==> src/rtl/mul8_dot_acc.sv <==
// ---------------------------------------------------------------------------
// mul8_dot_acc -- streaming unsigned 8x8 dot-product accumulator.
//
// Operand pairs (A, B) arrive over a valid/ready handshake. Every accepted
// pair flows through a three-stage pipeline:
//   S1  registers A, B and the "this is the vector end" flag
//   S2  registers the exact 16-bit product of the S1 operands
//   S3  adds the product into the ACC_W-bit accumulator (sticky carry-out)
// A vector ends when a pair arrives with in_last set, or when it is the
// LEN-th pair. The block then stops taking input, waits for the end term to
// drain out of S3, and presents the result until downstream takes it.
//
// Ports
//   clk        single clock, all state changes on its rising edge
//   rst        synchronous, active-high reset
//   in_valid   operand pair A/B (and in_last) valid
//   in_ready   block accepts an operand pair this cycle
//   A, B       8-bit unsigned operands
//   in_last    accepted pair is the final term of the vector
//   out_valid  sum/ovf/cnt valid
//   out_ready  downstream accepts the result
//   sum        sum of products modulo 2^ACC_W
//   ovf        sticky: some accumulation carried out of ACC_W bits
//   cnt        number of terms in the result (1..LEN)
// ---------------------------------------------------------------------------

// Exact 8x8 unsigned multiplier cell: a plain shift-and-add over the bits of
// b, giving the full 16-bit product with no truncation or rounding.
module mul8_exact (
    input  logic [7:0]  a,
    input  logic [7:0]  b,
    output logic [15:0] p
);

    always_comb begin
        p = '0;
        for (int i = 0; i < 8; i++) begin
            if (b[i]) begin
                p = p + (16'(a) << i);
            end
        end
    end

endmodule

module mul8_dot_acc #(
    parameter int LEN   = 16,
    parameter int ACC_W = 24
) (
    input  logic             clk,
    input  logic             rst,
    input  logic             in_valid,
    output logic             in_ready,
    input  logic [7:0]       A,
    input  logic [7:0]       B,
    input  logic             in_last,
    output logic             out_valid,
    input  logic             out_ready,
    output logic [ACC_W-1:0] sum,
    output logic             ovf,
    output logic [8:0]       cnt
);

    typedef enum logic [1:0] {
        RUN   = 2'd0,
        FLUSH = 2'd1,
        HOLD  = 2'd2
    } state_t;

    // Term counter value at which an accepted pair is the LEN-th one.
    localparam logic [8:0] LAST_IDX = 9'(LEN - 1);

    state_t             state_q, state_d;

    logic               s1_valid_q, s1_valid_d;
    logic [7:0]         s1_a_q, s1_a_d;
    logic [7:0]         s1_b_q, s1_b_d;
    logic               s1_end_q, s1_end_d;

    logic               s2_valid_q, s2_valid_d;
    logic [15:0]        s2_prod_q, s2_prod_d;
    logic               s2_end_q, s2_end_d;

    logic               s3_end_q, s3_end_d;
    logic [ACC_W-1:0]   acc_q, acc_d;
    logic               acc_ovf_q, acc_ovf_d;
    logic [8:0]         term_cnt_q, term_cnt_d;

    logic [ACC_W-1:0]   res_sum_q, res_sum_d;
    logic               res_ovf_q, res_ovf_d;
    logic [8:0]         res_cnt_q, res_cnt_d;

    logic               accept;
    logic               term_is_end;
    logic               load_result;
    logic               clear_vector;
    logic [15:0]        mul_p;
    logic [ACC_W:0]     add_full;

    mul8_exact u_mul (
        .a (s1_a_q),
        .b (s1_b_q),
        .p (mul_p)
    );

    assign accept      = in_valid && in_ready;
    assign term_is_end = in_last || (term_cnt_q == LAST_IDX);

    // Product zero-extended to ACC_W+1 bits so the top bit of the add is the
    // carry out of the accumulator.
    assign add_full = {1'b0, acc_q} + {{(ACC_W + 1 - 16){1'b0}}, s2_prod_q};

    // State register of the RUN / FLUSH / HOLD controller.
    always_ff @(posedge clk) begin
        if (rst) begin
            state_q <= RUN;
        end else begin
            state_q <= state_d;
        end
    end

    // Controller: RUN takes terms until the vector end is accepted, FLUSH
    // waits for that end term to leave S3, HOLD presents the result. The
    // result is captured into dedicated registers on the FLUSH->HOLD step so
    // the outputs read zero after reset and stay put while held.
    always_comb begin
        state_d      = state_q;
        in_ready     = 1'b0;
        out_valid    = 1'b0;
        load_result  = 1'b0;
        clear_vector = 1'b0;
        case (state_q)
            RUN: begin
                in_ready = !rst;
                if (accept && term_is_end) begin
                    state_d = FLUSH;
                end
            end
            FLUSH: begin
                if (s3_end_q) begin
                    load_result = 1'b1;
                    state_d     = HOLD;
                end
            end
            HOLD: begin
                out_valid = 1'b1;
                if (out_ready) begin
                    clear_vector = 1'b1;
                    state_d      = RUN;
                end
            end
            default: begin
                state_d = RUN;
            end
        endcase
    end

    // Datapath next-state: the pipeline never stalls, so each stage simply
    // takes whatever the previous stage held; valid bits mark bubbles so that
    // empty slots neither add to the sum nor count as terms.
    always_comb begin
        s1_valid_d = accept;
        s1_a_d     = s1_a_q;
        s1_b_d     = s1_b_q;
        s1_end_d   = s1_end_q;
        if (accept) begin
            s1_a_d   = A;
            s1_b_d   = B;
            s1_end_d = term_is_end;
        end

        s2_valid_d = s1_valid_q;
        s2_prod_d  = mul_p;
        s2_end_d   = s1_valid_q && s1_end_q;

        s3_end_d   = s2_valid_q && s2_end_q;
        acc_d      = acc_q;
        acc_ovf_d  = acc_ovf_q;
        if (s2_valid_q) begin
            acc_d     = add_full[ACC_W-1:0];
            acc_ovf_d = acc_ovf_q | add_full[ACC_W];
        end

        term_cnt_d = term_cnt_q;
        if (accept) begin
            term_cnt_d = term_cnt_q + 9'd1;
        end

        // The pipeline is empty whenever HOLD is left, so clearing here
        // cannot collide with an in-flight add or acceptance.
        if (clear_vector) begin
            acc_d      = '0;
            acc_ovf_d  = 1'b0;
            term_cnt_d = '0;
        end

        res_sum_d = res_sum_q;
        res_ovf_d = res_ovf_q;
        res_cnt_d = res_cnt_q;
        if (load_result) begin
            res_sum_d = acc_q;
            res_ovf_d = acc_ovf_q;
            res_cnt_d = term_cnt_q;
        end
    end

    // Pipeline, accumulator and result registers.
    always_ff @(posedge clk) begin
        if (rst) begin
            s1_valid_q <= 1'b0;
            s1_a_q     <= '0;
            s1_b_q     <= '0;
            s1_end_q   <= 1'b0;
            s2_valid_q <= 1'b0;
            s2_prod_q  <= '0;
            s2_end_q   <= 1'b0;
            s3_end_q   <= 1'b0;
            acc_q      <= '0;
            acc_ovf_q  <= 1'b0;
            term_cnt_q <= '0;
            res_sum_q  <= '0;
            res_ovf_q  <= 1'b0;
            res_cnt_q  <= '0;
        end else begin
            s1_valid_q <= s1_valid_d;
            s1_a_q     <= s1_a_d;
            s1_b_q     <= s1_b_d;
            s1_end_q   <= s1_end_d;
            s2_valid_q <= s2_valid_d;
            s2_prod_q  <= s2_prod_d;
            s2_end_q   <= s2_end_d;
            s3_end_q   <= s3_end_d;
            acc_q      <= acc_d;
            acc_ovf_q  <= acc_ovf_d;
            term_cnt_q <= term_cnt_d;
            res_sum_q  <= res_sum_d;
            res_ovf_q  <= res_ovf_d;
            res_cnt_q  <= res_cnt_d;
        end
    end

    assign sum = res_sum_q;
    assign ovf = res_ovf_q;
    assign cnt = res_cnt_q;

endmodule

==> config.mk <==
export PLATFORM = sky130hd
export DESIGN_NAME = mul8_dot_acc
export DESIGN_NICKNAME = d
export VERILOG_FILES = /design/src/rtl/mul8_dot_acc.sv
export SDC_FILE = /design/constraint.sdc
export NUM_CORES = 1
export LEC_CHECK = 0
export BUFFER_PORTS_ARGS = -buffer_cell sky130_fd_sc_hd__buf_4
export CAP_MARGIN = 10
export CORE_ASPECT_RATIO = 1.1
export CORE_MARGIN = 2
export CORE_UTILIZATION = 63
export CTS_BUF_LIST = sky130_fd_sc_hd__clkbuf_2 sky130_fd_sc_hd__clkbuf_4 sky130_fd_sc_hd__clkbuf_8
export DETAILED_ROUTE_END_ITERATION = 6
export GPL_TIMING_DRIVEN = 0
export HOLD_SLACK_MARGIN = 0.08
export PLACE_DENSITY = 0.83
export SLEW_MARGIN = 20
export SYNTH_ARGS = -nofsm -noshare
export SYNTH_HDL_FRONTEND = slang
export SYNTH_SLANG_ARGS = --single-unit
==> constraint.sdc <==
create_clock -name clk -period 10 [get_ports clk]
set_clock_uncertainty 0.1 [all_clocks]
set_input_delay 0.5 -clock clk [delete_from_list [all_inputs] [get_ports clk]]
set_output_delay 0.5 -clock clk [all_outputs]
set_load 0.02 [all_outputs]
==> impl_summary.log, run 1 <==
[metrics] outcome: finished, violations left
[metrics] violated checks: DRC
[metrics] most common cell after layout, fill and taps aside: nand2_1
[metrics] R2R setup slack: roughly 550 ps
[metrics] top library cells by usage in the layout, fill and taps aside: 153 x nand2_1, 105 x dfxtp_1, 93 x a21oi_1
[metrics] Detail Placement HPWL: approximately 15 mm
[metrics] fraction of layout instances using a drive strength above 1: a little over a tenth
[metrics] launch instance of the worst register-to-register path: s1_a_q[0]$_SDFFE_PP0P_
[metrics] buffers added on ports: 56
[metrics] vias in the first global route: 6920
[metrics] total DRC errors in the routed layout: 3
[metrics] delay of the slowest cell on the worst path: approximately 650 ps
[metrics] path type of the worst setup path: reg -> reg
[metrics] starting density of the core: between 60% and 70%
[metrics] TritonCTS Buffers: 9
[metrics] quantity of hold-fixing buffers added after cts: 0
[metrics] clock sink count: 107
[metrics] CTS tree: built
[metrics] I/O pin count: 57
[metrics] placer congestion estimate: about 0.93
[metrics] setup repair after global routing missed its margin: no
[metrics] Max Clock Freq: approximately 110 MHz
[metrics] worst slew slack as a fraction of its limit: around a third
[metrics] leakage power: approximately 3.7 nW
[metrics] number of rows created at floorplan: 42
[metrics] Total Die Area: approximately 0.013 sq mm
[metrics] clock-pin slew of the registers on the worst-case setup and hold paths: 120 ps
[metrics] Via density: about 6.1
[metrics] cell with the largest stage delay on the worst path: dfxtp_1
[metrics] share of the cycle needed by the critical path after routing: 94.5%
[metrics] detailed router's first-iteration violation count: between 500 and 600
[metrics] Min-Delay Endpoint: s1_a_q[5]$_SDFFE_PP0P_
[metrics] slew of the pin with the lowest slew margin: 1000 ps
[metrics] data arrival time of the critical path: approximately 9600 ps
[metrics] count of inserted antenna diode cells: 0
[metrics] number of violations of the max-capacitance limit: 0
[metrics] area overhead of the layout relative to synthesis: 11.2%
[metrics] crit-path most repeated cell: ha_1
[metrics] Synth Net Count: 1092
[metrics] P per Cell Area: 116 mW/mm^2
[metrics] class of the worst hold path: in -> reg
[metrics] leftover overflow at the end of global routing: 0
[metrics] CTS root buf: clkbuf_8
[metrics] Final Net Count: about 1.2k
[metrics] EDFF count, synth: 0
[metrics] Tot GR Track Use: 31.2%
[metrics] startpoint of the lowest-slack hold path: A[5]
[metrics] first-pass iteration count of the detailed router: 7
[metrics] deepest level of the CTS H-tree: 3
[metrics] Detailed Route WL: 20.3 mm
[metrics] summed instance area of the synthesized netlist: 0.00779 sq mm
[metrics] count of unique library cells instantiated by Yosys: 75
[metrics] Setup Total Neg Slack: 0 ps
[metrics] floorplan core area: approximately 0.012 sq mm
[metrics] Yosys reg bits: around 110
[metrics] fraction of registers with async set or reset after synthesis: 0%
[metrics] main flop type after synthesis: dfxtp_1
[metrics] share of the yosys chip area belonging to registers: between 20% and 30%
[metrics] setup violation total in the final timing report: 0
[metrics] number of warning messages in the yosys log: 0
[metrics] r2r worst-path depth: 39
[metrics] Clk Latency, worst-skew pair: around 380 ps
[metrics] final critical-path required period: between 9000 and 10000 ps
[metrics] count of pins over their slew limit: 0
[metrics] wire per inst: 16.7 um
[metrics] overall die width: about 110 um
[metrics] maximum VDD drop: roughly 0.07 mV
[metrics] cell count after synthesis: around 1000
[metrics] largest net degree at the start of global routing: 21
[metrics] final hold viol count: 0
[metrics] Avg Synthesized Cell Area: around 8 sq um
[metrics] clk buf depth: 2
[metrics] Worst setup EP type: flip-flop
[metrics] endpoint of the worst-slack reg-to-reg timing path: s2_prod_q[14]$_SDFF_PP0_
[metrics] first-pass GRT wire length: about 33 mm
[metrics] final core area utilization: 72.0%
[metrics] kind of launch point of the worst setup path: flip-flop
[metrics] Max FO, Critical Path: 9
[metrics] count of vias placed by the detailed router: between 7k and 8k
[metrics] number of antenna violations at the first check in global routing: 0
[metrics] antenna viol nets, final: 0
[metrics] Crit path required time: between 10000 and 15000 ps
[metrics] Die Ht: 121 um
[metrics] Hold Path Stages: 3
state kept, by name (all words and copies together), names as in the netlist:
register and count:
state_q 2, ovf 1, sum 24, s3_end_q 1
term_cnt_q 9, s1_a_q 8, s1_b_q 8, s1_valid_q 1
s2_end_q 1, acc_q 24, s2_valid_q 1, s2_prod_q 16
cnt 9, s1_end_q 1, acc_ovf_q 1
what timing repair did:
action | CTS | global route
setup buffers | 0 | 6
gates resized for setup | 0 | 7
setup endpoints to repair | 0 | 4
endpoints found under the hold margin | 0 | 0
synth_stat cells, drive strengths merged (18+ instances only):
library cell / number / area, sq um
a21o: 18 / 135
nand2b: 18 / 113
nor3: 22 / 110
o21ai: 57 / 293
xnor2: 30 / 263
nand3: 23 / 115
nor2: 55 / 206
nand2: 153 / 574
inv: 47 / 176
mux2i: 25 / 250
dfxtp: 107 / 2140
ha: 77 / 963
clkbuf: 34 / 129
a21oi: 96 / 484
layer usage:
metal	wire, um	global-route usage, %	vias up
li1	-	-	3687
met1	8400	37.7	3439
met2	9960	52.4	236
met3	1030	4.85	60
met4	963	16.5	0
met5	0	0	-
through the flow:
step / hold WS (ps) / cell area [sq um] / total power (W) / setup WS, ps / instances
finish: 204 / 8670 / 0.00100 / 555 / 1218
global route: 197 / 8670 / 0.00105 / 4.53 / 1218
CTS: 193 / 8600 / 0.000993 / 7.70 / 1212
detailed placement: 340 / 8410 / 0.000737 / 95.1 / 1196
global placement: 340 / 8410 / 0.000730 / 200 / 1196
floorplan: 326 / 7790 / 0.000670 / 1380 / 986
worst max-delay path, delay by kind of cell, from the launching register on:
kind	cells	cell delay [ps]
simple gates	7	1700
flops	1	650
xor+xnor	1	130
compound gates	18	3340
mux	3	630
fa+ha+maj	8	2610
buf+inv	2	110
worst max path at each step:
stage	end	slack [ps]	from
floorplan	s2_prod_q[14]$_SDFF_PP0_	1380	s1_a_q[1]$_SDFFE_PP0P_
global placement	s2_prod_q[14]$_SDFF_PP0_	200	s1_a_q[1]$_SDFFE_PP0P_
detailed placement	s2_prod_q[14]$_SDFF_PP0_	100	s1_a_q[1]$_SDFFE_PP0P_
CTS	s2_prod_q[14]$_SDFF_PP0_	8	s1_a_q[1]$_SDFFE_PP0P_
global route	s2_prod_q[14]$_SDFF_PP0_	5	s1_b_q[0]$_SDFFE_PP0P_
finish	s2_prod_q[14]$_SDFF_PP0_	550	s1_a_q[0]$_SDFFE_PP0P_
cells by family after synthesis:
kind of cell	Yosys count	synth area share [%]
AO/OA/AOI/OAI	272	23.0
XOR/XNOR	44	4.94
adder cells (fa/ha/maj)	85	14.4
buffers and inverters	91	4.45
flip-flops	107	27.5
multiplexers	31	4.08
AND/OR/NAND/NOR	356	21.6
area by class of cell:
| type | instances | area (sq um) |
|---|---|---|
| repair buffers | 62 | 465 |
| multi-input cells | 788 | 5320 |
| well taps | 154 | 193 |
| plain buffers | 42 | 163 |
| inverters | 49 | 188 |
| clock buffers | 9 | 124 |
| fillers | 1039 | 3370 |
| clock inverters | 7 | 68.8 |
| flip-flops and latches | 107 | 2150 |
power breakdown:
group / leakage [nW] / switching (W) / internal [W]
Combinational: 2.76 / 0.000160 / 0.000115
Clock: 0.0911 / 0.000164 / 0.0000967
Sequential: 0.870 / 0.0000230 / 0.000442
Note: power is estimated with default switching activity, not from simulation.
==> inputs of run 2 (changes only) <==
- BUFFER_PORTS_ARGS: -buffer_cell sky130_fd_sc_hd__buf_4 -> -buffer_cell sky130_fd_sc_hd__buf_2
- GPL_TIMING_DRIVEN: 0 -> not set
==> run 2 against run 1 <==
The flow now finishes without violations. Maximum frequency is 0.27% higher. First-iteration DRC count is 12% lower. Power is 1.7% higher. Combinational power is 5% lower. Die area stayed put. Via count is 2.7% lower. Wire length is 8.1% lower. Largest cell class unchanged. Sequential cell count stayed put. Worst setup slack better by 26 ps. Final cell count is 2.8% lower. Highest routed layer unchanged.
==> impl_summary.log, run 2 (synthesis gave the netlist of run 1 again) <==
[metrics] outcome: finished, final reports clean
[metrics] TritonCTS Buffers: 9 (unchanged)
[metrics] buffers added on ports: 56 (unchanged)
[metrics] post-CTS setup-driven buffer insertion count: 0 (unchanged)
[metrics] kind of launch point of the worst setup path: flip-flop
[metrics] portion of total power attributed to the clock network: 28.6% (+2.5 points)
[metrics] clock sink count: 107 (unchanged)
[metrics] Die Ht: 121 um (unchanged)
[metrics] most common cell after layout, fill and taps aside: nand2_1
[metrics] Detailed Route WL: 18.7 mm (-8.1%)
[metrics] path type of the worst setup path: reg -> reg
[metrics] final critical-path required period: 9420 ps (-25.6 ps)
[metrics] Hold Path Stages: 3 (unchanged)
[metrics] Via density: 6.10 (about the same)
[metrics] area overhead of the layout relative to synthesis: 8.19%
[metrics] crit-path most repeated cell: ha_1
[metrics] top library cells by usage in the layout, fill and taps aside: 153 x nand2_1, 106 x dfxtp_1, 95 x a21oi_1
[metrics] leftover overflow at the end of global routing: 0 (unchanged)
[metrics] share of power burned in registers: 45.8% (-0.6 points)
[metrics] I/O pin count: 57 (unchanged)
[metrics] slew of the pin with the lowest slew margin: 745 ps (-255 ps)
[metrics] fraction of layout instances using a drive strength above 1: 11.2% (+0.36 points)
[metrics] overall die width: 110 um (unchanged)
[metrics] Total Die Area: 0.0133 sq mm (unchanged)
[metrics] placer congestion estimate: 0.957 (+3.3%)
[metrics] count of inserted antenna diode cells: 0 (unchanged)
[metrics] largest net degree at the start of global routing: 60 (+190%)
[metrics] number of antenna violations at the first check in global routing: 0 (unchanged)
[metrics] area of placed instances: 0.00822 sq mm (-2.3%)
[metrics] count of pins over their slew limit: 0 (unchanged)
[metrics] data arrival time of the critical path: 9590 ps (about the same)
[metrics] setup violation total in the final timing report: 0 (unchanged)
[metrics] vias in the first global route: 6606 (-4.5%)
[metrics] starting density of the core: 64.8% (unchanged)
[metrics] deepest level of the CTS H-tree: 3 (unchanged)
[metrics] first-pass GRT wire length: 31.1 mm (-5.1%)
[metrics] final core area utilization: 70.1% (-2.0 points)
[metrics] setup repair after global routing missed its margin: no
[metrics] Final Net Count: 1131 (-2.9%)
[metrics] delay of the slowest cell on the worst path: 600 ps (-50 ps)
[metrics] P per Cell Area: 121 mW/mm^2 (+4.5%)
[metrics] quantity of hold-fixing buffers added after cts: 0 (unchanged)
[metrics] Max FO, Critical Path: 11 (+2)
[metrics] Min-Delay Endpoint: s1_b_q[2]$_SDFFE_PP0P_
[metrics] R2R setup slack: 580 ps (+30 ps)
[metrics] Clk Latency, worst-skew pair: 400 ps (+20 ps)
[metrics] startpoint of the lowest-slack hold path: B[2]
[metrics] antenna viol nets, final: 0 (unchanged)
[metrics] detailed router's first-iteration violation count: 461 (-12%)
[metrics] net switching share of the total power: 33.7% (-0.97 points)
[metrics] worst slew slack as a fraction of its limit: 50.2% (+17 points)
[metrics] number of violations of the max-capacitance limit: 0 (unchanged)
[metrics] CTS root buf: clkbuf_8
[metrics] cell with the largest stage delay on the worst path: or4b_2
[metrics] Crit path required time: 10170 ps (+30 ps)
[metrics] Detail Placement HPWL: 13.9 mm (-8.8%)
[metrics] total DRC errors in the routed layout: 0 (-3)
[metrics] Setup Total Neg Slack: 0 ps (unchanged)
[metrics] maximum VDD drop: 0.0991 mV (+45%)
[metrics] clk buf depth: 2 (unchanged)
[metrics] leakage power: 3.70 nW (-0.40%)
[metrics] r2r worst-path depth: 40 (+2.6%)
[metrics] share of the cycle needed by the critical path after routing: 94.2% (-0.26 points)
[metrics] Final Instance Area: 0.00843 sq mm (-2.7%)
[metrics] Max Clock Freq: 106 MHz (+0.27%)
[metrics] launch instance of the worst register-to-register path: s1_b_q[0]$_SDFFE_PP0P_
[metrics] share of power burned in combinational logic: 25.6% (-1.9 points)
[metrics] count of vias placed by the detailed router: 7221 (-2.7%)
[metrics] class of the worst hold path: in -> reg
[metrics] wire per inst: 15.8 um (-5.4%)
[metrics] CTS tree: built
[metrics] first-pass iteration count of the detailed router: 5 (-2)
[metrics] Tot GR Track Use: 29.1% (-2.1 points)
[metrics] clock-pin slew of the registers on the worst-case setup and hold paths: 110 ps (about the same)
[metrics] number of rows created at floorplan: 42 (unchanged)
[metrics] switching pwr: 0.000343 W (-1.2%)
[metrics] family with the most delay on the worst path: compound AO/OA/AOI/OAI gates
[metrics] endpoint of the worst-slack reg-to-reg timing path: s2_prod_q[14]$_SDFF_PP0_
[metrics] Worst setup EP type: flip-flop
[metrics] cell internal pwr: 0.000675 W (+3.2%)
[metrics] buffer and inverter count on the worst path: 2 (unchanged)
[metrics] final hold viol count: 0 (unchanged)
[metrics] floorplan core area: 0.0120 sq mm (unchanged)
[run 2: cell count changes in the layout (fill, tap and decap cells not counted), sizes merged]
| cell | change |
|---|---|
| bufinv | +1 |
| clkinv | +1 |
| inv | +1 |
| clkinvlp | -3 |
| clkbuf | -34 |
[run 2: what timing repair did]
| item | 4_1_cts | 5_1_grt |
|---|---|---|
| endpoints found under the hold margin | 0 | 0 |
| resized for setup | 0 | 1 |
| endpoints found under the setup margin | 0 | 1 |
[run 2: area by class of cell]
class	count	area, sq um
sequential	107	2140
multi-input combinational	788	5310
inverter	49	184
fill	1045	3600
clock inverter	7	92.6
clock buffer	9	124
timing repair buffer	70	385
tap	154	193
[run 2: metrics by stage]
stage / cells / power (W) / setup WS [ps] / hold slack [ps]
2_1_floorplan: 986 / 0.000670 / 1380 / 326
3_3_place_gp: 1168 / 0.000724 / 864 / 339
3_5_place_dp: 1168 / 0.000730 / 579 / 340
4_1_cts: 1184 / 0.00102 / 552 / 187
5_1_grt: 1184 / 0.00107 / 51.3 / 204
6_report: 1184 / 0.00102 / 580 / 193
[run 2: how the worst max path moves through the flow]
stage	start	endpoint	slack, ps	cells after the start
after global placement	s1_a_q[1]$_SDFFE_PP0P_	s2_prod_q[14]$_SDFF_PP0_	860	38
after global routing	s1_b_q[0]$_SDFFE_PP0P_	s2_prod_q[14]$_SDFF_PP0_	50	40
final	s1_b_q[0]$_SDFFE_PP0P_	s2_prod_q[14]$_SDFF_PP0_	580	40
after floorplan	s1_a_q[1]$_SDFFE_PP0P_	s2_prod_q[14]$_SDFF_PP0_	1380	40
after detailed placement	s1_a_q[1]$_SDFFE_PP0P_	s2_prod_q[14]$_SDFF_PP0_	580	38
after CTS	s1_a_q[1]$_SDFFE_PP0P_	s2_prod_q[14]$_SDFF_PP0_	550	38
[run 2: layer usage]
layer	up-vias	track usage (%)	routed length, um
met5	-	0	0
met4	0	11.8	521
met3	39	2.75	990
met2	220	48.1	8760
met1	3345	38.4	8430
li1	3617	-	-
[run 2: tightest hold or removal path, cell delays in order]
cell     delay, ps
buf_2           80
nand2_1         40
o31ai_1         50
[run 2: power groups by stage]
stage,Combinational [W],Clock (W),Sequential (W)
2_1_floorplan,0.000206,0,0.000464
4_1_cts,0.000258,0.000295,0.000465
6_report,0.000260,0.000292,0.000466
3_5_place_dp,0.000255,0,0.000475
3_3_place_gp,0.000249,0,0.000474
5_1_grt,0.000292,0.000309,0.000468
